==> src/rtl/parity_mem_pkg.sv <==
// Shared types and helpers for the parity-protected memory.
// lane_parity works on a maximum-width word, and the caller truncates the result to its own lane count.
package parity_mem_pkg;

  typedef enum logic {INIT, IDLE} state_t;

  localparam int ERR_CNT_W  = 16;
  localparam int MAX_DATA_W = 256;
  localparam int MAX_LANES  = 32;

  // Lane 0 lands in bit 0 because lanes are shifted in from the top lane down.
  function automatic logic [MAX_LANES-1:0] lane_parity(
    input logic [MAX_DATA_W-1:0] data,
    input logic                  odd,
    input int                    byte_w,
    input int                    nlanes
  );
    logic [MAX_LANES-1:0]  p;
    logic [MAX_DATA_W-1:0] sh;
    logic                  par;
    p = '0;
    for (int i = nlanes - 1; i >= 0; i--) begin
      sh  = data >> (i * byte_w);
      par = odd;
      for (int b = 0; b < byte_w; b++) begin
        par = par ^ sh[0];
        sh  = sh >> 1;
      end
      p = {p[MAX_LANES-2:0], par};
    end
    return p;
  endfunction

endpackage

==> src/rtl/parity_mem_rd_pipe.sv <==
// Read-side pipeline: parity check, RD_LAT output stages, and a saturating error counter.
// data_out and parity_err hold their last values between reads.
module parity_mem_rd_pipe
  import parity_mem_pkg::*;
#(
  parameter int DATA_W     = 16,
  parameter int NLANES     = 2,
  parameter int RD_LAT     = 1,
  parameter int BYTE_W     = 8,
  parameter int PARITY_ODD = 0
) (
  input  logic                     clk,
  input  logic                     rst_n,
  input  logic                     i_rd_en,
  input  logic [DATA_W+NLANES-1:0] i_rd_word,
  input  logic                     i_cnt_clr,
  output logic [DATA_W-1:0]        o_data,
  output logic                     o_rd_valid,
  output logic [NLANES-1:0]        o_parity_err,
  output logic [ERR_CNT_W-1:0]     o_err_count
);

  logic [DATA_W-1:0]    w_data;
  logic [NLANES-1:0]    w_chk;
  logic                 r_s1_valid;
  logic [DATA_W-1:0]    r_s1_data;
  logic [NLANES-1:0]    r_s1_err;
  logic                 w_out_valid;
  logic [DATA_W-1:0]    w_out_data;
  logic [NLANES-1:0]    w_out_err;
  logic [ERR_CNT_W-1:0] r_err_count;

  assign w_data = i_rd_word[DATA_W-1:0];
  assign w_chk  = NLANES'(lane_parity(MAX_DATA_W'(w_data), 1'(PARITY_ODD), BYTE_W, NLANES))
                  ^ i_rd_word[DATA_W +: NLANES];

  always_ff @(posedge clk or negedge rst_n) begin
    if (!rst_n) begin
      r_s1_valid <= 1'b0;
      r_s1_data  <= '0;
      r_s1_err   <= '0;
    end else begin
      r_s1_valid <= i_rd_en;
      if (i_rd_en) begin
        r_s1_data <= w_data;
        r_s1_err  <= w_chk;
      end
    end
  end

  generate
    if (RD_LAT == 2) begin : g_lat2
      logic              r_s2_valid;
      logic [DATA_W-1:0] r_s2_data;
      logic [NLANES-1:0] r_s2_err;

      always_ff @(posedge clk or negedge rst_n) begin
        if (!rst_n) begin
          r_s2_valid <= 1'b0;
          r_s2_data  <= '0;
          r_s2_err   <= '0;
        end else begin
          r_s2_valid <= r_s1_valid;
          if (r_s1_valid) begin
            r_s2_data <= r_s1_data;
            r_s2_err  <= r_s1_err;
          end
        end
      end

      assign w_out_valid = r_s2_valid;
      assign w_out_data  = r_s2_data;
      assign w_out_err   = r_s2_err;
    end else begin : g_lat1
      assign w_out_valid = r_s1_valid;
      assign w_out_data  = r_s1_data;
      assign w_out_err   = r_s1_err;
    end
  endgenerate

  // A clear wins over an increment that arrives in the same cycle.
  always_ff @(posedge clk or negedge rst_n) begin
    if (!rst_n) begin
      r_err_count <= '0;
    end else if (i_cnt_clr) begin
      r_err_count <= '0;
    end else if (w_out_valid && (|w_out_err) && (r_err_count != '1)) begin
      r_err_count <= r_err_count + 1'b1;
    end
  end

  assign o_data       = w_out_data;
  assign o_rd_valid   = w_out_valid;
  assign o_parity_err = w_out_err;
  assign o_err_count  = r_err_count;

endmodule

==> src/rtl/parity_mem.sv <==
// Parity-protected single-port memory: storage array, init-sweep FSM and write path.
// The read pipeline and error counter live in parity_mem_rd_pipe.
module parity_mem
  import parity_mem_pkg::*;
#(
  parameter int DATA_W     = 16,
  parameter int BYTE_W     = 8,
  parameter int ADDR_W     = 4,
  parameter int DEPTH      = 16,
  parameter int RD_LAT     = 1,
  parameter int PARITY_ODD = 0
) (
  input  logic                       clk,
  input  logic                       rst_n,
  input  logic                       i_write,
  input  logic                       i_read,
  input  logic [ADDR_W-1:0]          i_address,
  input  logic [DATA_W-1:0]          i_data_in,
  input  logic                       i_err_inj,
  input  logic                       i_init_req,
  output logic                       o_ready,
  output logic [DATA_W-1:0]          o_data_out,
  output logic                       o_rd_valid,
  output logic [DATA_W/BYTE_W-1:0]   o_parity_err,
  output logic [ERR_CNT_W-1:0]       o_err_count
);

  localparam int NLANES = DATA_W / BYTE_W;
  localparam int MEM_W  = DATA_W + NLANES;

  logic [MEM_W-1:0]  r_mem [0:DEPTH-1];
  state_t            r_state;
  logic [ADDR_W-1:0] r_ptr;
  logic              r_ready;

  logic              w_idle;
  logic              w_in_range;
  logic              w_wr_en;
  logic              w_rd_en;
  logic              w_cnt_clr;
  logic [NLANES-1:0] w_zero_par;
  logic [NLANES-1:0] w_wr_par;
  logic [MEM_W-1:0]  w_rd_word;

  assign w_idle     = (r_state == IDLE);
  assign w_in_range = ({1'b0, i_address} < (ADDR_W + 1)'(DEPTH));
  assign w_wr_en    = w_idle && i_write && w_in_range;
  assign w_rd_en    = w_idle && i_read && !i_write;
  assign w_cnt_clr  = w_idle && i_init_req;
  assign w_zero_par = NLANES'(lane_parity('0, 1'(PARITY_ODD), BYTE_W, NLANES));
  assign w_wr_par   = NLANES'(lane_parity(MAX_DATA_W'(i_data_in), 1'(PARITY_ODD), BYTE_W, NLANES))
                      ^ NLANES'(i_err_inj);

  // Out-of-range reads see zero data carrying correct parity, so they never flag an error.
  assign w_rd_word  = w_in_range ? r_mem[i_address] : {w_zero_par, {DATA_W{1'b0}}};

  always_ff @(posedge clk) begin
    if (r_state == INIT) begin
      r_mem[r_ptr] <= {w_zero_par, {DATA_W{1'b0}}};
    end else if (w_wr_en) begin
      r_mem[i_address] <= {w_wr_par, i_data_in};
    end
  end

  always_ff @(posedge clk or negedge rst_n) begin
    if (!rst_n) begin
      r_state <= INIT;
      r_ptr   <= '0;
      r_ready <= 1'b0;
    end else begin
      case (r_state)
        INIT: begin
          r_ptr <= r_ptr + 1'b1;
          if (r_ptr == ADDR_W'(DEPTH - 1)) begin
            r_state <= IDLE;
            r_ready <= 1'b1;
            r_ptr   <= '0;
          end
        end
        IDLE: begin
          if (i_init_req) begin
            r_state <= INIT;
            r_ptr   <= '0;
            r_ready <= 1'b0;
          end
        end
        default: begin
          r_state <= INIT;
          r_ptr   <= '0;
          r_ready <= 1'b0;
        end
      endcase
    end
  end

  assign o_ready = r_ready;

  parity_mem_rd_pipe #(
    .DATA_W     (DATA_W),
    .NLANES     (NLANES),
    .RD_LAT     (RD_LAT),
    .BYTE_W     (BYTE_W),
    .PARITY_ODD (PARITY_ODD)
  ) u_rd_pipe (
    .clk          (clk),
    .rst_n        (rst_n),
    .i_rd_en      (w_rd_en),
    .i_rd_word    (w_rd_word),
    .i_cnt_clr    (w_cnt_clr),
    .o_data       (o_data_out),
    .o_rd_valid   (o_rd_valid),
    .o_parity_err (o_parity_err),
    .o_err_count  (o_err_count)
  );

endmodule

==> config.mk <==
export PLATFORM = sky130hd
export DESIGN_NAME = parity_mem
export DESIGN_NICKNAME = d
export VERILOG_FILES = /design/src/rtl/parity_mem_pkg.sv /design/src/rtl/parity_mem_rd_pipe.sv /design/src/rtl/parity_mem.sv
export SDC_FILE = /design/constraint.sdc
export NUM_CORES = 1
export LEC_CHECK = 0
export CORE_MARGIN = 2
export CORE_UTILIZATION = 35
export CTS_BUF_LIST = sky130_fd_sc_hd__clkbuf_4
export DETAILED_ROUTE_END_ITERATION = 10
export HOLD_SLACK_MARGIN = 0.15
export SKIP_CTS_REPAIR_TIMING = 1
export SLEW_MARGIN = 20
export SYNTH_ARGS = -nofsm -noshare
export SYNTH_HDL_FRONTEND = slang
export SYNTH_HIERARCHICAL = 1
export SYNTH_SLANG_ARGS = --single-unit
==> constraint.sdc <==
create_clock -name clk -period 6.5 [get_ports clk]
set_clock_uncertainty 0.15 [all_clocks]
set_input_delay 1.3 -clock clk [delete_from_list [all_inputs] [get_ports clk]]
set_output_delay 1.3 -clock clk [all_outputs]
set_load 0.02 [all_outputs]
## Word level (Yosys, flattened, before mapping)

Memories as Yosys holds them, arrays and structs flattened.
Index checks and enable logic that the tools add are counted.

- Reduce and logical (&&, ||, !) cells: 11
- Eq/ne operators: 4
- $add $sub $neg: 2
- Multiplexer cells: 18
- Bitwise gates (word level): 31

Operator list:

| kind | count |
|---|---|
| 2-to-1 mux 16 bit | 2 |
| bitwise XOR 1 bit | 28 |
| 2-to-1 mux 18 bit | 1 |
| OR reduction 18 bit | 1 |
| adder 16 x 1 -> 16 bit, second input constant | 1 |
| != test 16 bit, second input constant | 1 |
| 2-to-1 mux 4 bit | 3 |
| 2-to-1 mux 1 bit | 9 |
| one-hot mux 4 bit (2 select lines) | 1 |
| logical AND 1 bit | 6 |
| adder 4 x 1 -> 4 bit, second input constant | 1 |
| equality test 4 bit, second input constant | 1 |
| one-hot mux 1 bit (2 select lines) | 2 |
| != test 2 x 1 -> 1 bit, second input constant | 1 |
| != test 2 bit, second input constant | 1 |
| AND reduction 2 bit | 1 |
| nonzero test 2 bit | 1 |
| OR reduction 2 bit | 1 |
| bitwise XOR 2 x 1 -> 2 bit | 1 |
| bitwise XOR 2 bit | 1 |
| zero test 1 bit | 1 |
| NOT 1 bit | 1 |

- Input bits: 26
- Register bits after elaboration: 41
- Bits in writable memories: 288
- Memories: 1
- Word-level logic and storage cells: 74
- Output and inout bits: 36

Memories:

| name | words | width | read ports | clocked after Yosys merged registers in | wr ports | RTL line | source |
|---|---|---|---|---|---|---|---|
| r_mem | 16 | 18 | 1 | 0 | 1 | parity_mem.sv:31 | `logic [MEM_W-1:0] r_mem [0:DEPTH-1];` |

## Longest topological paths before layout

Gate-level depths: netlist of the first run.

- Depth in word-level cells: 9
- Gate-level depth with buffers: 10
- Mapped depth without buffers: 7

## Modules after synthesis

Netlist of the first run, hierarchy kept.

Modules (own cells, without submodules):

| module | instances | sequential area each (sq um) | cells each | area each (sq um) |
|---|---|---|---|---|
| parity_mem | 1 | 8,798.4 | 532 | 11,683.7 |
| parity_mem_rd_pipe | 1 | 875.8 | 152 | 1,834.3 |

## Worst setup path before layout of the first run

Ideal clock, no wire load.

- Path kind: input port to flip-flop
- Start: in i_address[0]
- End: reg u_rd_pipe.r_s1_err[0] (netlist: u_rd_pipe/o_parity_err[0])
- Path slack: 2,681 ps
- Data required time: 6,225 ps
- Buffers on the path: 3
- Setup time: 125 ps
- Cell stages on the path: 9
- Arrival: 3,544 ps
- Cell sequence: buf_6 buf_6 buf_4 mux4_2 a221o_1 xnor2_1 xnor3_1 xnor2_1 mux2_2

- Elaborated cells between the ends (all ways): 9
- Those cells by class: bitwise (8); memory (1)

RTL lines:

| item | RTL line | source |
|---|---|---|
| start: declaration | parity_mem.sv:17 | `input logic [ADDR_W-1:0] i_address,` |
| memory (16 x 18 bit) | - |  |
| via w_rd_word[3] | parity_mem.sv:43 | `logic [MEM_W-1:0] w_rd_word;` |
| bitwise XOR 1 bit (5 in series) | parity_mem_pkg.sv:26 | `par = par ^ sh[0];` |
| bitwise XOR 2 bit | parity_mem_rd_pipe.sv:35 | `^ i_rd_word[DATA_W +: NLANES];` |
| end signal: assignment | parity_mem_rd_pipe.sv:46 | `r_s1_err <= w_chk;` |
| end: declaration | parity_mem_rd_pipe.sv:27 | `logic [NLANES-1:0] r_s1_err;` |

The timed path passes the listed nets, and every way through them passes these cells.
A chain may end at the register's enable or synchronous reset.

## Worst setup path in the final report of the first run

- Start: in i_address[0]
- End: reg u_rd_pipe.r_s1_err[1] (netlist: u_rd_pipe/o_parity_err[1])

The elaborated chain is that of the path after synthesis.

==> summary.txt, run 1 <==
Run status
  • Status: complete, no violations

Global routing
  • Global route total overflow: 0
  • Gr usage total: 0.152
  • Largest net degree at the start of global routing: 56
  • Initial antenna violation count: 2
  • First-pass GRT wire length: 45700 um
  • Vias in the first global route: about 7300

Die
  • Starting Density: 0.357
  • Die width: ~200 um
  • Die area: slightly above 40000 um2
  • Die Y: ~200 um
  • I/O pins: 62
  • Core area: between 30000 and 40000 um2
  • Core Rows: 71

Timing
  • Final min period: 4.19 ns
  • Final Setup Violations: 0
  • RSZ-0062 raised after global routing: false
  • Endpoints failing hold: 0
  • Final Cycle Share: 0.644
  • Slew @ Worst Pin: just over 1 ns
  • Worst setup slack after layout: 2.31 ns
  • Fmax: ~240 MHz
  • Slew HR: 0.314
  • Setup TNS Final: 0 ns
  • Slew Limit Fails: 0

Clock tree
  • Reg clk slew, reported paths: 0.06 ns
  • CTS tree: done
  • TritonCTS buffer count: 84
  • Max clock buf depth: 3
  • CTS HTree Levels: 3
  • Clk_lat worst skew: ~0.67 ns
  • Clock sinks: 329
  • Root Buffer: clkbuf_4

Worst setup path
  • Crit path from: i_address[0]
  • Arr. time, crit path: between 4 and 5 ns
  • FF-to-FF End: u_rd_pipe/o_parity_err[1]$_DFFE_PN0P_
  • Worst R2R Path Depth: 7
  • Reg-to-reg slack, setup: 3.74 ns
  • RR Startpoint: r_mem[7][15]$_DFFE_PP_
  • CP Data Required Time: between 6 and 7 ns
  • Crit end category: register
  • Critical path launch point type: input pin
  • Setup crit end: u_rd_pipe/o_parity_err[1]$_DFFE_PN0P_
  • Worst-path fanout max: 55
  • Setup CP Type: in2reg

Place
  • Placer congestion estimate: around 0.78
  • Dpl cells: around 1200
  • Dpl hpwl: 17900 um
  • Count of input and output buffers: 61
  • Dpl cell area: about 15000 um2
  • Pre-CTS WS: about 1.6 ns

Layout
  • Post-Route Utilization: 0.415
  • Final net count: ~840
  • Number of fill cells: 3393
  • Synth-to-Final Area Change: 16.2%
  • Layout Cells excl Fill: roughly 1400
  • Layout cell share with drive strength beyond 1: 0.281
  • Area occupied by multi-input gates: 3620 um2
  • Post-route cell area: 15700 um2
  • Reg area: approximately 9700 um2

Routing
  • DRT iter0 DRCs: ~660
  • Via count: about 7200
  • Post-Route WL: a little over 30000 um
  • WL/cell: between 20 and 25 um
  • Routed vias/inst: roughly 5.2
  • Routed Antenna Nets: 0
  • DRC viols: 0
  • Drt first pass iters: 6

Logic synthesis
  • Mapped cell area: ~14000 um2
  • Synth unique cells: between 50 and 60
  • Most frequent cells after synthesis: edfxtp_1 (288), mux4_2 (44), dfrtp_1 (41), nor2_1 (32), mux4_1 (28)
  • Share of the synthesized area in the top cell type: 0.640
  • Main area contributors after synthesis: edfxtp_1 (64%), dfrtp_1 (7.6%), mux4_2 (7.3%)
  • Largest area contributor in the netlist: edfxtp_1
  • Post-synth EDFFs: 288
  • Synth async-reset ratio: 0.125
  • Syn nets: about 710
  • Avg Cell Area, Syn: 19.8 um2
  • Sequential element share of the synthesized area: 0.716
  • Number of synthesized register bits: about 330
  • Synth warn: 6
  • Post-Syn Instances: approximately 700
  • Synth Flop Type: edfxtp_1
  • Cell with the most instances after synthesis: edfxtp_1

Pwr
  • Int Pwr: approximately 4.1 mW
  • P_sw: between 1.5 and 2 mW
  • Combinational share of power: 0.210
  • Max VDD drop: ~140 uV
  • Clk pwr share: 0.286
  • Sw Ratio: 0.288
  • Reg power frac: 0.505
  • Leak Pwr: about 5.6 nW
  • Cell area power density: around 370 nW/um2

Worst hold path
  • Hold crit path type: reg2reg

Flow run
  • MaxCap Viol Count: 0
worst min path at each step:
stage / start / to / slack, ns / depth (start not counted)
5_1_grt: u_rd_pipe/o_data[11]$_DFFE_PN0P_ / u_rd_pipe/o_data[11]$_DFFE_PN0P_ / 0.40 / 1
3_3_place_gp: u_rd_pipe/o_data[2]$_DFFE_PN0P_ / u_rd_pipe/o_data[2]$_DFFE_PN0P_ / 0.34 / 1
2_1_floorplan: r_ptr[1]$_DFFE_PN0P_ / r_ptr[1]$_DFFE_PN0P_ / 0.43 / 2
4_1_cts: u_rd_pipe/o_data[11]$_DFFE_PN0P_ / u_rd_pipe/o_data[11]$_DFFE_PN0P_ / 0.36 / 1
3_5_place_dp: u_rd_pipe/o_data[11]$_DFFE_PN0P_ / u_rd_pipe/o_data[11]$_DFFE_PN0P_ / 0.35 / 1
6_report: u_rd_pipe/o_data[11]$_DFFE_PN0P_ / u_rd_pipe/o_data[11]$_DFFE_PN0P_ / 0.36 / 1
metal layers:
| metal | routed length (um) | global-route usage | share of wire |
|---|---|---|---|
| met5 | 0 | 0 | 0 |
| met4 | 561 | 0.0534 | 0.019 |
| met3 | 1780 | 0.0357 | 0.059 |
| met2 | 14600 | 0.242 | 0.48 |
| met1 | 13200 | 0.204 | 0.44 |
placed cells by master (no fill, tap or decap), types with 3 or more instances in the layout:
cell type / synthesis / layout
o31ai_1: 6 / 6
buf_4: 6 / 24
clkbuf_4: 1 / 124
and2_1: 3 / 3
inv_2: 0 / 4
dfrtp_1: 41 / 41
nor2_1: 32 / 16
inv_1: 8 / 8
a22o_1: 18 / 18
mux2_2: 20 / 20
xnor2_1: 22 / 22
a21oi_1: 12 / 12
xor2_1: 4 / 4
nand4_4: 3 / 3
mux4_2: 44 / 44
nor2b_1: 7 / 7
mux4_1: 28 / 28
edfxtp_1: 288 / 288
a221o_1: 18 / 18
clkinv_1: 0 / 9
xnor3_1: 3 / 3
or4_1: 6 / 6
nor2_2: 0 / 12
o21ai_0: 3 / 3
nor3_1: 5 / 5
nand2_1: 11 / 11
and3_1: 18 / 18
clkdlybuf4s50_1: 0 / 58
o22ai_1: 3 / 3
nand4_1: 3 / 3
nor2_4: 0 / 4
a31oi_1: 6 / 6
nand3_1: 4 / 4
logic make-up after synthesis:
group / share of synthesized area
DFF: 0.716
and+or+nand+nor: 0.0456
muxes: 0.149
AOI/OAI and AO/OA: 0.0451
buffers and inverters: 0.0213
xor gates and xnor gates: 0.0218
adders and majority gates: 0.00185
power by group through the flow:
stage	clock network [mW]	registers (mW)	logic, mW
5_1_grt	1.80	2.94	1.30
3_5_place_dp	0	2.95	1.22
2_1_floorplan	0	2.98	0.636
3_3_place_gp	0	2.94	1.20
6_report	1.64	2.91	1.21
4_1_cts	1.70	2.91	1.22
final cells by class:
class | count | area share
clock inverter | 14 | 0.00358
multi-input combinational | 309 | 0.230
clock buffer | 124 | 0.0593
timing repair buffer | 82 | 0.0484
antenna | 1 | 0.000159
tap | 511 | 0.0407
inverter | 8 | 0.00191
sequential | 329 | 0.616
critical path, stage by stage:
cell and delay, ns:
buf_4 0.73, buf_4 0.43, mux4_2 0.55, a22o_1 0.25, a221o_1 0.32, xnor2_1 0.16, xnor3_1 0.42, xnor2_1 0.13
mux2_2 0.26
sequential cells by signal, indices dropped and copies added (netlist names):
name	cells
o_ready	1
r_mem	288
r_ptr	4
r_state	1
u_rd_pipe/o_data	16
u_rd_pipe/o_err_count	16
u_rd_pipe/o_parity_err	2
u_rd_pipe/o_rd_valid	1
metrics by stage:
| step | hold slack [ns] | power [mW] |
|---|---|---|
| 3_3_place_gp | 0.343 | 4.14 |
| 5_1_grt | 0.395 | 6.04 |
| 6_report | 0.359 | 5.76 |
| 2_1_floorplan | 0.426 | 3.62 |
| 3_5_place_dp | 0.348 | 4.17 |
| 4_1_cts | 0.362 | 5.83 |
Note: power is estimated with default switching activity, not from simulation.
==> run 2, diff against run 1 <==
==> constraint.sdc (replaced) <==
create_clock -name clk -period 4.18 [get_ports clk]
set_clock_uncertainty 0.15 [all_clocks]
set_input_delay 0.836 -clock clk [delete_from_list [all_inputs] [get_ports clk]]
set_output_delay 0.836 -clock clk [all_outputs]
set_load 0.02 [all_outputs]
==> summary.txt, run 2 (same netlist as run 1, synthesis figures left out) <==
Clock tree
  • CTS tree: done
  • CTS HTree Levels: 3
  • Reg clk slew, reported paths: roughly 0.06 ns
  • Root Buffer: clkbuf_4
  • TritonCTS buffer count: 88
  • Max clock buf depth: 3
  • Clk_lat worst skew: slightly above 0.7 ns
  • Clock sinks: ~330

Timing
  • Slew HR: 0.395
  • Endpoints failing hold: 0
  • Final Cycle Share: 0.753
  • Final Setup Violations: 0
  • Slew Limit Fails: 0
  • RSZ-0062 raised after global routing: false
  • Fmax: between 300 and 400 MHz
  • Final min period: between 3 and 4 ns
  • Slew @ Worst Pin: 0.904 ns

Routing
  • DRC viols: 0
  • Routed Antenna Nets: 0
  • Routed vias/inst: slightly above 5
  • DRT iter0 DRCs: approximately 650
  • Post-Route WL: roughly 31000 um
  • Drt first pass iters: 5
  • WL/cell: between 20 and 25 um
  • Via count: 7265

Layout
  • Post-route cell area: 16200 um2
  • Number of flip-flops in the largest register: between 200 and 300
  • Largest Register: r_mem
  • Most frequent cells in the layout: edfxtp_1 (288), clkbuf_4 (126), clkdlybuf4s50_1 (58)
  • Final net count: ~900
  • Most common cell after layout, fill and taps aside: edfxtp_1
  • Synth-to-Final Area Change: 19.5%
  • Number of fill cells: around 3400
  • Layout cell share with drive strength beyond 1: 0.305

Global routing
  • First-pass GRT wire length: between 40000 and 50000 um
  • Vias in the first global route: between 7000 and 8000
  • Global route total overflow: 0
  • Initial antenna violation count: 1
  • Gr usage total: 0.155
  • Largest net degree at the start of global routing: 37

Worst setup path
  • Crit end category: register
  • CP Data Required Time: about 4.6 ns
  • Buf/Inv on CP: 2
  • Crit-path slowest cell: mux4_1
  • Critical path launch point type: input pin
  • Worst-path fanout max: 19
  • Worst R2R Path Depth: 7
  • Critical path cell sequence: buf_4, buf_12, mux4_1, a22o_1, a221o_1, xnor2_1, xnor3_1, xnor2_1, mux2_2
  • Arr. time, crit path: approximately 3.6 ns
  • Setup CP Type: in2reg
  • Crit path max-delay family: multiplexers
  • Top cell by count, worst path: xnor2_1
  • Worst path max stage delay: roughly 0.58 ns
  • CP Depth: 9

Place
  • Count of input and output buffers: 61
  • Placer congestion estimate: approximately 0.78
  • Dpl hpwl: a little over 20000 um
  • Dpl cell area: ~15000 um2

Die
  • Core Rows: between 70 and 80
  • Die width: approximately 200 um
  • Core area: 37800 um2
  • I/O pins: a little over 60
  • Die area: ~40000 um2
  • Starting Density: 0.357
  • Die Y: roughly 200 um

Pwr
  • Tot Pwr: 9.33 mW
  • Max VDD drop: 210 uV
  • Cell area power density: roughly 580 nW/um2
  • Leak Pwr: 5.85 nW

Worst hold path
  • WHS Path Cells: 1
  • Hold crit path type: reg2reg

Run status
  • Status: complete, no violations

Flow run
  • MaxCap Viol Count: 0
-- run 2: cell count changes in the layout (fill, tap and decap cells not counted), sizes merged --
cell	delta
clkbuf	+2
clkinvlp	+1
clkinv	+20
buf	+32
bufinv	+2
dlygate4sd3	+1
inv	-4
-- run 2: metal layers --
metal,wire (um),track usage,part of all wire,vias up
met3,2030,0.0380,0.066,50
met2,14100,0.233,0.45,242
met5,0,0,0,-
li1,-,-,-,3258
met1,14400,0.224,0.46,3715
met4,506,0.0429,0.016,0
-- run 2: area by class of cell --
class                           instances  area (um2)  share of cell area
Clock buffer                          126         946              0.0585
Antenna cell                            1        2.50            0.000155
Sequential cell                       329        9670               0.599
Inverter                                8        30.0             0.00186
Multi-Input combinational cell        309        3600               0.223
Tap cell                              511         639              0.0396
Clock inverter                         33         195              0.0121
Timing Repair Buffer                  115        1070              0.0663
-- run 2: final timing paths --
| check | startpoint | endpoint | slack [ns] |
|---|---|---|---|
| max | i_address[0] | u_rd_pipe/o_parity_err[1]$_DFFE_PN0P_ | 1.03 |
| min | u_rd_pipe/o_data[13]$_DFFE_PN0P_ | u_rd_pipe/o_data[13]$_DFFE_PN0P_ | 0.35 |
| max reg2reg | r_mem[4][15]$_DFFE_PP_ | u_rd_pipe/o_parity_err[1]$_DFFE_PN0P_ | 1.36 |
| min reg2reg | u_rd_pipe/o_data[13]$_DFFE_PN0P_ | u_rd_pipe/o_data[13]$_DFFE_PN0P_ | 0.35 |
| max in group asynchronous | rst_n | r_ptr[3]$_DFFE_PN0P_ | 2.66 |
| min in group asynchronous | rst_n | u_rd_pipe/o_err_count[12]$_DFFE_PN0P_ | 0.44 |
-- run 2: per-stage QoR --
stage | util | setup WS, ns | std cells | TNS, ns | hold WS, ns
finish | 0.427 | 1.03 | 1432 | 0 | 0.354
global placement | 0.396 | 0.0506 | 1271 | 0 | 0.341
CTS | 0.427 | 0.746 | 1430 | 0 | -0.135
floorplan | - | 0.825 | 684 | 0 | 0.390
global route | 0.427 | 0.982 | 1432 | 0 | 0.389
detailed placement | 0.396 | -0.0103 | 1271 | -0.0103 | 0.347
-- run 2: where the power goes --
part | internal (mW) | switching (mW)
Sequential | 4.26 | 0.252
Clock | 1.52 | 1.30
Combinational | 0.839 | 1.16
==> run 3, diff against run 2 <==
==> constraint.sdc (replaced) <==
create_clock -name clk -period 2.5 [get_ports clk]
set_clock_uncertainty 0.15 [all_clocks]
set_input_delay 0.5 -clock clk [delete_from_list [all_inputs] [get_ports clk]]
set_output_delay 0.5 -clock clk [all_outputs]
set_load 0.02 [all_outputs]
==> summary.txt, run 3 (same netlist as run 1, synthesis figures left out) <==
Clock tree
  • CTS HTree Levels: 3
  • Clk_lat worst skew: 0.71 ns
  • Clock sinks: roughly 330
  • TritonCTS buffer count: 83
  • Max clock buf depth: 3
  • Reg clk slew, reported paths: approximately 0.070 ns
  • Root Buffer: clkbuf_4
  • CTS tree: done

Pwr
  • Clk pwr share: 0.293
  • Cell area power density: about 950 nW/um2
  • Tot Pwr: approximately 16 mW
  • Sw Ratio: 0.286
  • Combinational share of power: 0.234
  • Reg power frac: 0.473
  • P_sw: 4.56 mW
  • Leak Pwr: around 6.3 nW
  • Int Pwr: between 10 and 15 mW
  • Max VDD drop: about 330 uV

Routing
  • Post-Route WL: about 32000 um
  • Drt first pass iters: 5
  • Via count: roughly 7600
  • DRC viols: 0
  • Routed vias/inst: just over 5
  • DRT iter0 DRCs: roughly 600
  • Routed Antenna Nets: 0
  • WL/cell: approximately 21 um

Place
  • Dpl hpwl: 21000 um
  • Placer congestion estimate: roughly 0.78
  • Count of input and output buffers: 61

Global routing
  • Vias in the first global route: about 7700
  • Gr usage total: 0.158
  • Largest net degree at the start of global routing: 37
  • First-pass GRT wire length: about 47000 um
  • Global route total overflow: 0
  • Initial antenna violation count: 2

Layout
  • Number of flip-flops in the largest register: approximately 290
  • Largest Register: r_mem
  • Most frequent cells in the layout: edfxtp_1 (288), clkbuf_4 (125), buf_4 (108)
  • Synth-to-Final Area Change: 24.4%
  • Most common cell after layout, fill and taps aside: edfxtp_1
  • Final net count: 945
  • Layout cell share with drive strength beyond 1: 0.377

Timing
  • Min Hold Slack: approximately 0.29 ns
  • Slew @ Worst Pin: around 0.86 ns
  • Final Cycle Share: 1.08
  • Slew Limit Fails: 0
  • Fmax: around 370 MHz
  • Slew HR: 0.425
  • Final min period: roughly 2.7 ns
  • Worst setup slack after layout: -0.203 ns
  • Final Setup Violations: 2
  • RSZ-0062 raised after global routing: true
  • Endpoints failing hold: 0

Worst setup path
  • Worst-path fanout max: 2
  • Setup CP Type: reg2reg
  • Critical path cell sequence: mux4_1, a22o_1, a221o_1, xnor2_2, xnor3_1, xnor2_1, mux2_4
  • Worst path max stage delay: 0.51 ns
  • Arr. time, crit path: 3.14 ns
  • Crit end category: register
  • CP Data Required Time: approximately 2.9 ns
  • Crit path max-delay family: multiplexers
  • Crit-path slowest cell: mux4_1
  • Buf/Inv on CP: 0
  • Critical path launch point type: register

Run status
  • Violations in the final reports: setup timing
  • Status: finished with violations

Die
  • Die width: 201 um
  • Core area: 37800 um2
  • Starting Density: 0.357
  • I/O pins: between 60 and 70
  • Die area: 40200 um2
  • Core Rows: 71
  • Die Y: around 200 um

Flow run
  • MaxCap Viol Count: 0

Worst hold path
  • Hold crit path type: in2async
-- run 3: changes by cell type in the layout (fill, tap and decap cells not counted), sizes merged --
cell           delta
clkdlybuf4s50     -9
clkinv           -11
diode             +1
dlymetal6s2s      +9
clkbuf            -1
inv               +2
clkinvlp          -2
buf              +71
bufinv            +1
-- run 3: worst paths after layout --
kind,start,endpoint,slack (ns),cells after the start
worst max-delay path,r_mem[4][12]$_DFFE_PP_,u_rd_pipe/o_parity_err[1]$_DFFE_PN0P_,-0.20,7
worst min-delay path,rst_n,u_rd_pipe/o_data[9]$_DFFE_PN0P_,0.29,2
worst max register to register,r_mem[4][12]$_DFFE_PP_,u_rd_pipe/o_parity_err[1]$_DFFE_PN0P_,-0.20,7
worst min register to register,u_rd_pipe/o_data[5]$_DFFE_PN0P_,u_rd_pipe/o_data[5]$_DFFE_PN0P_,0.36,1
max in group asynchronous,rst_n,u_rd_pipe/o_err_count[7]$_DFFE_PN0P_,1.28,3
min in group clk,u_rd_pipe/o_data[5]$_DFFE_PN0P_,u_rd_pipe/o_data[5]$_DFFE_PN0P_,0.36,1
-- run 3: per-stage QoR --
stage                util  area [um2]  setup TNS (ns)  setup WS [ns]  std cells
floorplan               -       13600          -0.809         -0.406        684
global placement    0.413       15600          -57.24         -0.942       1340
detailed placement  0.413       15600          -64.37          -1.02       1340
CTS                 0.442       16700          -0.705         -0.228       1488
global route        0.444       16800          -0.484         -0.251       1493
finish              0.444       16800          -0.362         -0.203       1493
-- run 3: worst reg2reg max path: stages (launching register included) --
cell and delay (ns):
edfxtp_1 0.36, mux4_1 0.51, a22o_1 0.25, a221o_1 0.33, xnor2_2 0.22, xnor3_1 0.39, xnor2_1 0.14, mux2_4 0.25
-- run 3: final cells by class --
| type | instances | area (um2) |
|---|---|---|
| Fill cell | 3329 | 21000 |
| Antenna cell | 2 | 5.00 |
| Inverter | 8 | 30.0 |
| Tap cell | 511 | 639 |
| Clock inverter | 23 | 170 |
| Timing Repair Buffer | 186 | 1790 |
| Multi-Input combinational cell | 309 | 3570 |
| Sequential cell | 329 | 9680 |
| Clock buffer | 125 | 938 |
-- run 3: per-layer routing --
layer	track usage	vias to the layer above	wire, um
met2	0.261	269	15800
met5	0	-	0
met4	0.0503	0	539
li1	-	3352	-
met1	0.208	3938	13400
met3	0.0354	44	2000
-- run 3: power by group through the flow --
stage / registers [mW] / logic (mW) / clock network [mW]
finish: 7.54 / 3.74 / 4.68
global route: 7.63 / 3.96 / 5.13
CTS: 7.55 / 3.76 / 4.83
detailed placement: 7.66 / 3.75 / 0
global placement: 7.62 / 3.71 / 0
floorplan: 7.75 / 1.73 / 0
